--- src/rtl/ibex_obi_rr_arbiter.sv ---
// ibex_obi_rr_arbiter: N-host to 1-device OBI arbiter, round-robin with request lock,
// in-order routing FIFO steering each response back to its issuing host.
module ibex_obi_rr_arbiter #(
    parameter int NumHosts       = 2,
    parameter int AddrWidth      = 32,
    parameter int DataWidth      = 32,
    parameter int IntgWidth      = 7,
    parameter int MaxOutstanding = 2,
    localparam int HostIdxW      = (NumHosts > 1) ? $clog2(NumHosts) : 1,
    localparam int CntW          = $clog2(MaxOutstanding + 1)
) (
    input  logic                              clk_i,
    input  logic                              rst_i,
    input  logic [NumHosts-1:0]               host_req_i,
    output logic [NumHosts-1:0]               host_gnt_o,
    output logic [NumHosts-1:0]               host_rvalid_o,
    input  logic [NumHosts*AddrWidth-1:0]     host_addr_i,
    input  logic [NumHosts-1:0]               host_we_i,
    input  logic [NumHosts*DataWidth/8-1:0]   host_be_i,
    input  logic [NumHosts*DataWidth-1:0]     host_wdata_i,
    input  logic [NumHosts*IntgWidth-1:0]     host_wdata_intg_i,
    output logic [DataWidth-1:0]              host_rdata_o,
    output logic [IntgWidth-1:0]              host_rdata_intg_o,
    output logic                              host_err_o,
    output logic                              dev_req_o,
    input  logic                              dev_gnt_i,
    input  logic                              dev_rvalid_i,
    output logic [AddrWidth-1:0]              dev_addr_o,
    output logic                              dev_we_o,
    output logic [DataWidth/8-1:0]            dev_be_o,
    output logic [DataWidth-1:0]              dev_wdata_o,
    output logic [IntgWidth-1:0]              dev_wdata_intg_o,
    input  logic [DataWidth-1:0]              dev_rdata_i,
    input  logic [IntgWidth-1:0]              dev_rdata_intg_i,
    input  logic                              dev_err_i,
    output logic [CntW-1:0]                   outstanding_o,
    output logic                              unexpected_rvalid_o
);
    localparam int PtrW = (MaxOutstanding > 1) ? $clog2(MaxOutstanding) : 1;
    localparam int BeW  = DataWidth / 8;

    logic [HostIdxW-1:0] rr_q, lock_host_q, sel;
    logic                lock_q, err_q, any_req, full, empty, push, pop;
    logic [HostIdxW:0]   idx;
    logic [PtrW-1:0]     rd_q, wr_q;
    logic [CntW-1:0]     cnt_q;
    logic [HostIdxW-1:0] fifo_q [MaxOutstanding];

    // A still-requesting locked host wins; otherwise scan upward from rr_q with wrap.
    always_comb begin
        sel     = lock_host_q;
        any_req = lock_q && host_req_i[lock_host_q];
        idx     = '0;
        for (int i = 0; i < NumHosts; i++) begin
            idx = {1'b0, rr_q} + (HostIdxW + 1)'(i);
            idx = (idx >= (HostIdxW + 1)'(NumHosts)) ? idx - (HostIdxW + 1)'(NumHosts) : idx;
            if (!any_req && host_req_i[idx[HostIdxW-1:0]]) begin
                sel     = idx[HostIdxW-1:0];
                any_req = 1'b1;
            end
        end
    end

    assign full  = cnt_q == CntW'(MaxOutstanding);
    assign empty = cnt_q == '0;
    assign dev_req_o     = !rst_i && any_req && !full;
    assign push          = dev_req_o && dev_gnt_i;
    assign pop           = !rst_i && dev_rvalid_i && !empty;
    assign host_gnt_o    = push ? NumHosts'(1) << sel : '0;
    assign host_rvalid_o = pop ? NumHosts'(1) << fifo_q[rd_q] : '0;

    assign dev_addr_o       = host_addr_i[sel*AddrWidth +: AddrWidth];
    assign dev_we_o         = host_we_i[sel];
    assign dev_be_o         = host_be_i[sel*BeW +: BeW];
    assign dev_wdata_o      = host_wdata_i[sel*DataWidth +: DataWidth];
    assign dev_wdata_intg_o = host_wdata_intg_i[sel*IntgWidth +: IntgWidth];

    assign host_rdata_o        = dev_rdata_i;
    assign host_rdata_intg_o   = dev_rdata_intg_i;
    assign host_err_o          = dev_err_i;
    assign outstanding_o       = cnt_q;
    assign unexpected_rvalid_o = err_q;

    always_ff @(posedge clk_i) begin
        if (rst_i) begin
            rr_q        <= '0;
            lock_q      <= 1'b0;
            lock_host_q <= '0;
            rd_q        <= '0;
            wr_q        <= '0;
            cnt_q       <= '0;
            err_q       <= 1'b0;
        end else begin
            lock_q <= dev_req_o && !dev_gnt_i;
            if (dev_req_o && !dev_gnt_i) lock_host_q <= sel;
            if (push) begin
                fifo_q[wr_q] <= sel;
                wr_q         <= (wr_q == PtrW'(MaxOutstanding - 1)) ? '0 : wr_q + 1'b1;
                rr_q         <= (sel == HostIdxW'(NumHosts - 1)) ? '0 : sel + 1'b1;
            end
            if (pop) rd_q <= (rd_q == PtrW'(MaxOutstanding - 1)) ? '0 : rd_q + 1'b1;
            cnt_q <= cnt_q + CntW'(push) - CntW'(pop);
            if (dev_rvalid_i && empty) err_q <= 1'b1;
        end
    end
endmodule

--- config.mk ---
export PLATFORM = sky130hd
export DESIGN_NAME = ibex_obi_rr_arbiter
export DESIGN_NICKNAME = d
export VERILOG_FILES = /design/src/rtl/ibex_obi_rr_arbiter.sv
export SDC_FILE = /design/constraint.sdc
export NUM_CORES = 1
export LEC_CHECK = 0
export CORE_AREA = 2 2 123 125
export CTS_BUF_LIST = sky130_fd_sc_hd__clkbuf_4 sky130_fd_sc_hd__clkbuf_8 sky130_fd_sc_hd__clkbuf_16
export DETAILED_ROUTE_END_ITERATION = 10
export DIE_AREA = 0 0 125 127
export HOLD_SLACK_MARGIN = 0.05
export SETUP_SLACK_MARGIN = 0.05
export SLEW_MARGIN = 20
export SYNTH_ARGS = -nofsm -noshare
export SYNTH_HDL_FRONTEND = slang
export SYNTH_SLANG_ARGS = --single-unit
--- constraint.sdc ---
create_clock -name clk_i -period 2 [get_ports clk_i]
set_clock_uncertainty 0.2 [all_clocks]
set_input_delay 0.3 -clock clk_i [delete_from_list [all_inputs] [get_ports clk_i]]
set_output_delay 0.3 -clock clk_i [all_outputs]
set_load 0.01 [all_outputs]
* Yosys cells after proc, flatten, opt, wreduce, memory -nomap -nowiden
Memories as Yosys holds them, arrays and structs flattened. A register that Yosys moved wholly into a read port is not among the register bits. Index checks and enable logic that the tools add are counted.
Storage, ports and cells: output and inout port bits 124, input bits 198, bits in registers 8, memories 1, RAM bits 2, logic and storage cells 71
Memory list:
- fifo_q | words 2, bits a word 1, read ports 1, clocked after memory_dff 1, write ports 1, line 47 | logic [HostIdxW-1:0] fifo_q [MaxOutstanding];
Operators by class: $lt $le $gt $ge 6, shift operators 6, equality and inequality tests 1, multiplexer cells 24, reductions and logical operators 17, $add $sub $neg 8, multiply operators 1
Operator list (number):
- 64-bit by 7-bit indexed part select with 32-bit output | 2
- 1-bit two-way mux | 22
- 14-bit by 5-bit indexed part select with 7-bit output | 1
- 1-bit logical AND | 10
- 1-bit by 2-bit less-than comparator with 1-bit output (second input constant) | 4
- 8-bit by 4-bit indexed part select with 4-bit output | 1
- 1-bit logical NOT | 6
- 1-bit by 3-bit multiplier with 4-bit output (second input constant) | 1
- 2-bit two-way mux | 2
- 1-bit by 1-bit left shift with 2-bit output (first input constant) | 2
- 1-bit adder (second input constant) | 3
- 1-bit by 1-bit adder with 2-bit output (second input constant) | 1
- 2-bit by 1-bit adder with 2-bit output | 1
- 2-bit equality test (second input constant) | 1
- 1-bit by 2-bit greater-or-equal comparator with 1-bit output (second input constant) | 1
- 2-bit greater-or-equal comparator (second input constant) | 1
- 2-bit logical NOT | 1
- 1-bit subtractor (second input constant) | 2
- 2-bit by 1-bit subtractor with 2-bit output | 1

* Depth between registers and ports, before layout
Gate-level depths: netlist of the first run.
depth in word-level cells 15, gate-level depth with buffers 7, mapped depth without buffers 7

* Worst setup path before layout of the first run
No wires, ideal clock.
path kind register to register, start point reg cnt_q[1] (netlist: outstanding_o[1]), end point reg cnt_q[1] (netlist: outstanding_o[1]), data required time 1.679 ns, path buffers 0, slack 0.073 ns, period minus slack after synthesis 1.927 ns, library setup time 0.121 ns, data arrival time 1.607 ns, cell stages (with the launch flop) 8, cells stage by stage dfxtp_1 -> o21ai_0 -> nor2_1 -> xnor2_1 -> ha_1 -> xnor2_1 -> nor2_1 -> mux2_2
Between the ends: word-level cells in the longest chain between the ends 6, elaborated cells between the ends (all ways) 9, classes of those cells 2 x add/sub; 1 x eq/ne; 6 x reduce/logical
RTL lines:
- start, declared | line 46 | logic [CntW-1:0] cnt_q;
- start signal, assigned | line 102 | cnt_q <= cnt_q + CntW'(push) - CntW'(pop);
- 2-bit equality test | line 64 | assign full = cnt_q == CntW'(MaxOutstanding);
- 1-bit logical NOT | line 66 | assign dev_req_o = !rst_i && any_req && !full;
- 1-bit logical AND | line 66
- 1-bit logical AND | line 67 | assign push = dev_req_o && dev_gnt_i;
- 2-bit by 1-bit adder with 2-bit output | line 102
- 2-bit by 1-bit subtractor with 2-bit output (*) | line 102
Every way passes the cells marked *; elsewhere a longest branch is shown, timed or not. A chain may end at the register's enable or synchronous reset.

* Worst setup path after layout of the first run
start point reg rr_q, end point out dev_be_o[0]
Between the ends: word-level cells in the longest chain between the ends 10, elaborated cells between the ends (all ways) 18, classes of those cells 3 x add/sub; 2 x order compare; 1 x shift; 9 x mux; 3 x reduce/logical
RTL lines:
- start, declared | line 42 | logic [HostIdxW-1:0] rr_q, lock_host_q, sel;
- start signal, assigned | line 99 | rr_q <= (sel == HostIdxW'(NumHosts - 1)) ? '0 : sel + 1'b1;
- 1-bit by 2-bit greater-or-equal comparator with 1-bit output or 1-bit subtractor (tied branches) | line 56 | idx = (idx >= (HostIdxW + 1)'(NumHosts)) ? idx - (HostIdxW + 1)'(NumHosts) : idx;
- 1-bit two-way mux | line 56
- 1-bit two-way mux (implied by the code) (2 in series) | line 57 | if (!any_req && host_req_i[idx[HostIdxW-1:0]]) begin
- 1-bit logical AND | line 57
- 1-bit two-way mux | line 57
- 1-bit logical NOT | line 57
- 1-bit logical AND | line 57
- 1-bit two-way mux (*) | line 57
- 8-bit by 4-bit indexed part select with 4-bit output (*) | line 74 | assign dev_be_o = host_be_i[sel*BeW +: BeW];
- end, declared | line 30 | output logic [DataWidth/8-1:0] dev_be_o,
Every way passes the cells marked *; elsewhere a longest branch is shown, timed or not. The select of a mux whose other input is x is not followed.

==> out/metrics.yaml, run 1 <==
status: "complete, but fails checks"
violations_in_the_final_reports: "setup timing"
synthesized_net_count: 379
final_design_area_no_fill_um2: 5206
fp-row-count: 44
io_pins: 322
final_layout_net_count: 625
detailroute.via_count: 2387
total_chip_power_mw: 2.376
start_util_pct: 12.48
hp-class: "in -> reg"
worst_endpoint_data_arrival_time_ns: 1.80
clkSlewWorstSetupHoldPaths_ns: 0.04
worstMarginPinSlew_ns: 0.3674
timing.final.ws_setup_ns: -0.3006
yosysUniqueCellTypes: 34
first_pass_grt_wire_length_mm: 15.92
cell_int_power_mw: 1.693
layout_commonest_cell: "sky130_fd_sc_hd__clkdlybuf4s50_1"
vdd_ir_drop_max_mv: 0.2096
postSynthRegisterBits: 11
yosysSeqAreaShare_pct: 13.34
clock_power_share_pct: 15.6
ordered_cell_list_for_the_critical_path: "o21ai_2, o2bb2ai_4, buf_12, buf_12, buf_12, buf_6, mux2_4, buf_6"
post-route-drc-count: 0
power.density_cell_area_nw_per_um2: 456.4
first_global_vias: 2641
kind_of_critical_path: "reg -> out"
post-dp-hpwl_mm: 8.067
hold_slack_ns: 0.2201
setup_viol: 77
synth.yosys.warnings: 0
route.detailed.vias_per_inst: 3.920
syn_to_final_growth_pct: 189.2
critical_path.startpoint_type: "flop"
synth-edff-count: 2
leakage_nw: 2.410
detail_route.iter0.violations: 55
max_cap_violations: 0
netSwitchingFraction_pct: 28.73
dieArea_um2: 15880
post_synthesis_area_per_instance_um2: 10.00
final_cell_mix: "sky130_fd_sc_hd__clkdlybuf4s50_1 (155), sky130_fd_sc_hd__buf_6 (83), sky130_fd_sc_hd__mux2_4 (76)"
max_clock_freq_mhz: 434.7
synth_largest_type_area_fraction_pct: 43.15
seq_power_share_pct: 11.8
fin_crit_sh_pct: 115.0
diodes: 0
gp_routability_congestion: 0.7900
cts_buffer_depth: 2
finalWorstPathRequiredPeriod_ns: 2.301
cts_tree: "yes"
timing.critical_path.mode_cell: "sky130_fd_sc_hd__buf_12"
postPlaceCellArea_um2: 4213
grt.overflow.total: 0
pwr-share-comb_pct: 72.6
die_width_um: 125
worstPathRequired_ns: 1.50
synth_top_flop_cell: "sky130_fd_sc_hd__dfxtp_1"
share_of_flip_flops_with_an_asynchronous_set_or_reset_pct: 0
numClockSinks: 11
post_synth_instance_area_um2: 1800
root_buffer: "sky130_fd_sc_hd__clkbuf_16"
power.net_switching_uw: 682.7
cp_slowest_stage_delay_ns: 0.32
maximum_number_of_pins_on_one_net_before_global_route_repair: 12
count_of_pins_over_their_slew_limit: 0
leading_post_synthesis_cells_by_cell_area: "sky130_fd_sc_hd__mux2_2 (43%), sky130_fd_sc_hd__buf_4 (19%), sky130_fd_sc_hd__dfxtp_1 (10%), sky130_fd_sc_hd__mux2_4 (6.7%), sky130_fd_sc_hd__edfxtp_1 (3.3%)"
crit_fanout: 5
worst_setup_path_end_kind: "output port"
synth_area_leader_cell: "sky130_fd_sc_hd__mux2_2"
grt_antenna_before_repair: 0
die-height_um: 127
worst_path_dominant_cell_family: "buffers and inverters"
grt.total_usage_pct: 13.14
rsz0062_at_grt: "true"
placeableCoreArea_um2: 14420
drive_above_1_share_pct: 54.12
path_buf_inv: 5
wl_per_cell_um: 18.76
numPortBuffers: 241
drt.antenna.violating_nets: 0
hold_viol_final: 0
detail_route.wirelength_mm: 11.43
h-tree-depth: 1
timing.max_slew.rel_slack_pct: 75.34
final_sum_of_negative_setup_slack_ns: -17.54
dr.pass1.iters: 4
synthCells: 180
critical_path.slowest_cell: "sky130_fd_sc_hd__dfxtp_2"
tritoncts.num_buffers: 3
insertion_delay_ns: 0.23
[registers in the layout, indices dropped and copies added (netlist names), named ones only]
name and flops:
fifo_q 2, lock_host_q 1, lock_q 1, outstanding_o 2, rd_q 1, rr_q 1, unexpected_rvalid_o 1, wr_q 1
[layer usage]
layer	wire length [um]	vias up	share of wire, %	track usage (%)
met5	0	-	0	0
met4	295	0	2.6	4.183
met3	1089	20	9.5	4.062
met2	6282	182	55	26.41
met1	3760	1088	33	12.67
li1	-	1097	-	-
[Yosys cell counts, types with 2 or more instances]
cell,n
sky130_fd_sc_hd__nand2b_1,2
sky130_fd_sc_hd__a31oi_1,2
sky130_fd_sc_hd__a21oi_1,2
sky130_fd_sc_hd__mux2_2,69
sky130_fd_sc_hd__edfxtp_1,2
sky130_fd_sc_hd__mux2_4,8
sky130_fd_sc_hd__buf_4,46
sky130_fd_sc_hd__nor2b_1,4
sky130_fd_sc_hd__nor2_1,10
sky130_fd_sc_hd__xnor2_1,2
sky130_fd_sc_hd__dfxtp_1,9
sky130_fd_sc_hd__and3_1,2
[power groups by stage]
stage / sequential, mW / clock, mW / combinational, mW
2_1_floorplan: 0.289 / 0 / 0.562
3_3_place_gp: 0.277 / 0 / 1.25
3_5_place_dp: 0.278 / 0 / 1.25
4_1_cts: 0.278 / 0.382 / 1.76
5_1_grt: 0.284 / 0.390 / 1.82
6_report: 0.281 / 0.371 / 1.72
[repair_timing]
item / CTS / global route
hold buffers: 0 / 0
pin swaps: 10 / 8
endpoints found under the setup margin: 83 / 80
hold endpoints to repair: 0 / 0
cloned: 10 / 1
setup buffers: 27 / 2
resized for setup: 511 / 15
[stage by stage]
stage / setup WS (ns) / util [%] / instances
2_1_floorplan: 0.07276 / - / 180
3_3_place_gp: -0.8101 / 29.21 / 572
3_5_place_dp: -0.8347 / 29.21 / 572
4_1_cts: -0.3773 / 36.49 / 612
5_1_grt: -0.3594 / 36.09 / 609
6_report: -0.3006 / 36.09 / 609
[logic make-up (layout without fill, tap and decap cells)]
family                   after synthesis  count (layout)  synth area share (%)
XOR/XNOR                               3               3                 1.460
adder cells (fa/ha/maj)                1               1                0.6948
AND/OR/NAND/NOR                       24              24                 6.880
flip-flops                            11              11                 13.34
multiplexers                          77              77                 49.83
buffers and inverters                 51             296                 21.26
AO/OA/AOI/OAI                         13              13                 6.532
[area by class of cell]
type                            instances  area [um2]
Timing Repair Buffer                  290        3157
Sequential cell                        11       244.0
Clock buffer                            4       82.58
Inverter                                2       7.507
Tap cell                              184       230.2
Multi-Input combinational cell        118        1485
Fill cell                            1394        9218
[worst paths after layout]
check                        start               end  slack (ns)  depth (start not counted)
hold / removal               rst_i       lock_host_q        0.22                          2
setup / recovery              rr_q       dev_be_o[0]       -0.30                          8
hold reg to reg               wr_q              wr_q        0.27                          2
setup reg to reg  outstanding_o[0]  outstanding_o[1]        0.13                          8
Power figures use the tool's default switching activity.
==> inputs of run 2 (changes only) <==
Settings changed: CAP_MARGIN from default to 10.
==> results of run 2 <==
The final DEF is identical to that of run 1; final timing and power are the same.
==> inputs of run 3 (changes only) <==
Settings changed: TNS_END_PERCENT from default to 30.
==> out/metrics.yaml, run 3 (synthesized netlist as in run 1, its figures left out) <==
clkSlewWorstSetupHoldPaths_ns: 0.04
power.density_cell_area_nw_per_um2: 453.8
power.net_switching_uw: 659.2
final_layout_net_count: 618
post-route-drc-count: 0
drive_above_1_share_pct: 50.96
timing.final.ws_setup_ns: -0.2948
fin_crit_sh_pct: 114.7
violations_in_the_final_reports: "setup timing"
syn_to_final_growth_pct: 182.3
post-dp-hpwl_mm: 8.067
path_buf_inv: 5
rsz0062_at_grt: "true"
placeableCoreArea_um2: 14420
numClockSinks: 11
status: "complete, but fails checks"
first_pass_grt_wire_length_mm: 15.71
ff_latch_area_um2: 242.7
crit_fanout: 5
vdd_ir_drop_max_mv: 0.2096
count_of_pins_over_their_slew_limit: 0
first_global_vias: 2590
dieArea_um2: 15880
die-height_um: 127
holdBufCountCts: 0
clock_power_share_pct: 16.1
worst_path_dominant_cell_family: "buffers and inverters"
finalWorstPathRequiredPeriod_ns: 2.295
timing.max_slew.rel_slack_pct: 77.39
tritoncts.num_buffers: 3
hold_viol_final: 0
critical_path.startpoint_type: "flop"
max_cap_violations: 0
io_pins: 322
layout_commonest_cell: "sky130_fd_sc_hd__clkdlybuf4s50_1"
worst_endpoint_data_arrival_time_ns: 1.79
hp-class: "reg -> reg"
maximum_number_of_pins_on_one_net_before_global_route_repair: 12
cp_slowest_stage_delay_ns: 0.32
kind_of_critical_path: "reg -> out"
multi_input_comb_area_um2: 1436
leakage_nw: 2.335
detailroute.via_count: 2344
grt.overflow.total: 0
die_width_um: 125
final_cell_mix: "sky130_fd_sc_hd__clkdlybuf4s50_1 (158), sky130_fd_sc_hd__buf_6 (80), sky130_fd_sc_hd__mux2_4 (73)"
start_util_pct: 12.48
postPlaceCellArea_um2: 4213
detail_route.iter0.violations: 58
worst_hold_path.num_cells: 2
max_clock_freq_mhz: 435.8
grt.total_usage_pct: 12.97
seq_power_share_pct: 12.1
worstMarginPinSlew_ns: 0.3369
setup_viol: 78
route.detailed.vias_per_inst: 3.894
worstPathRequired_ns: 1.50
grt_antenna_before_repair: 0
critical_path.slowest_cell: "sky130_fd_sc_hd__dfxtp_2"
final_design_area_no_fill_um2: 5084
worst_setup_path_end_kind: "output port"
netSwitchingFraction_pct: 28.58
total_chip_power_mw: 2.307
root_buffer: "sky130_fd_sc_hd__clkbuf_16"
h-tree-depth: 1
r2r_cells: 8
dr.pass1.iters: 4
hold_slack_ns: 0.2723
gp_routability_congestion: 0.7900
num-fill-cells: 1407
cts_buffer_depth: 2
detail_route.wirelength_mm: 11.09
pwr-share-comb_pct: 71.8
ordered_cell_list_for_the_critical_path: "o21ai_2, o2bb2ai_4, buf_12, buf_12, buf_12, buf_6, mux2_4, buf_6"
cts_tree: "yes"
wl_per_cell_um: 18.42
numPlacedInstances: 572
timing.critical_path.mode_cell: "sky130_fd_sc_hd__buf_12"
insertion_delay_ns: 0.23
worst-path-stages: 8
numPortBuffers: 241
filler_free_cell_count_of_the_finished_design: 602
fp-row-count: 44
cell_int_power_mw: 1.648
diodes: 0
drt.antenna.violating_nets: 0
## run 3: cell count changes in the layout (fill, tap and decap cells not counted), moves of 2 or more
cell and delta:
sky130_fd_sc_hd__buf_4 -5, sky130_fd_sc_hd__clkdlybuf4s50_1 +3, sky130_fd_sc_hd__mux2_2 +3, sky130_fd_sc_hd__buf_6 -3, sky130_fd_sc_hd__mux2_4 -3, sky130_fd_sc_hd__buf_2 +2
## run 3: worst paths after layout
| path | slack (ns) | start | end |
|---|---|---|---|
| max | -0.29 | rr_q | dev_be_o[0] |
| min | 0.27 | unexpected_rvalid_o | unexpected_rvalid_o |
| max reg2reg | 0.09 | outstanding_o[0] | outstanding_o[1] |
| min reg2reg | 0.27 | unexpected_rvalid_o | unexpected_rvalid_o |
## run 3: final cells by class
class                      instances  share of cell area, %
timing repair buffer             283                  60.67
sequential                        11                  4.775
clock buffer                       4                  1.624
tap                              184                  4.529
multi-input combinational        118                  28.26
inverter                           2                 0.1477
## run 3: routing by layer
| layer | routed length, um | vias to the layer above | GRT usage, % |
|---|---|---|---|
| li1 | - | 1083 | - |
| met1 | 3628 | 1058 | 12.69 |
| met2 | 6040 | 181 | 25.77 |
| met3 | 1113 | 22 | 4.062 |
| met4 | 304 | 0 | 4.183 |
| met5 | 0 | - | 0 |
## run 3: metrics by stage
stage	TNS, ns	util, %	setup slack (ns)
6_report	-17.89	35.24	-0.2948
5_1_grt	-22.65	35.24	-0.3594
4_1_cts	-21.62	35.64	-0.3773
3_5_place_dp	-63.51	29.21	-0.8347
3_3_place_gp	-61.41	29.21	-0.8101
2_1_floorplan	0	-	0.07276
## run 3: tightest hold or removal path, cell delays in order, from the launching register on
cell and delay, ns:
sky130_fd_sc_hd__dfxtp_1 0.32, sky130_fd_sc_hd__a21oi_1 0.04, sky130_fd_sc_hd__nor2_1 0.07
## run 3: power groups by stage
stage                     clock, mW  combinational (mW)  sequential (mW)
final                         0.371                1.66            0.279
after global routing          0.390                1.76            0.282
after CTS                     0.382                1.70            0.276
after detailed placement          0                1.25            0.278
after global placement            0                1.25            0.277
after floorplan                   0               0.562            0.289
## run 3: repair_timing
| action | 4_1_cts | 5_1_grt |
|---|---|---|
| cloned | 10 | 0 |
| endpoints found under the setup margin | 83 | 82 |
| endpoints found under the hold margin | 0 | 0 |
| resized for setup | 490 | 11 |
| setup buffers | 21 | 0 |
| pin swaps | 4 | 2 |
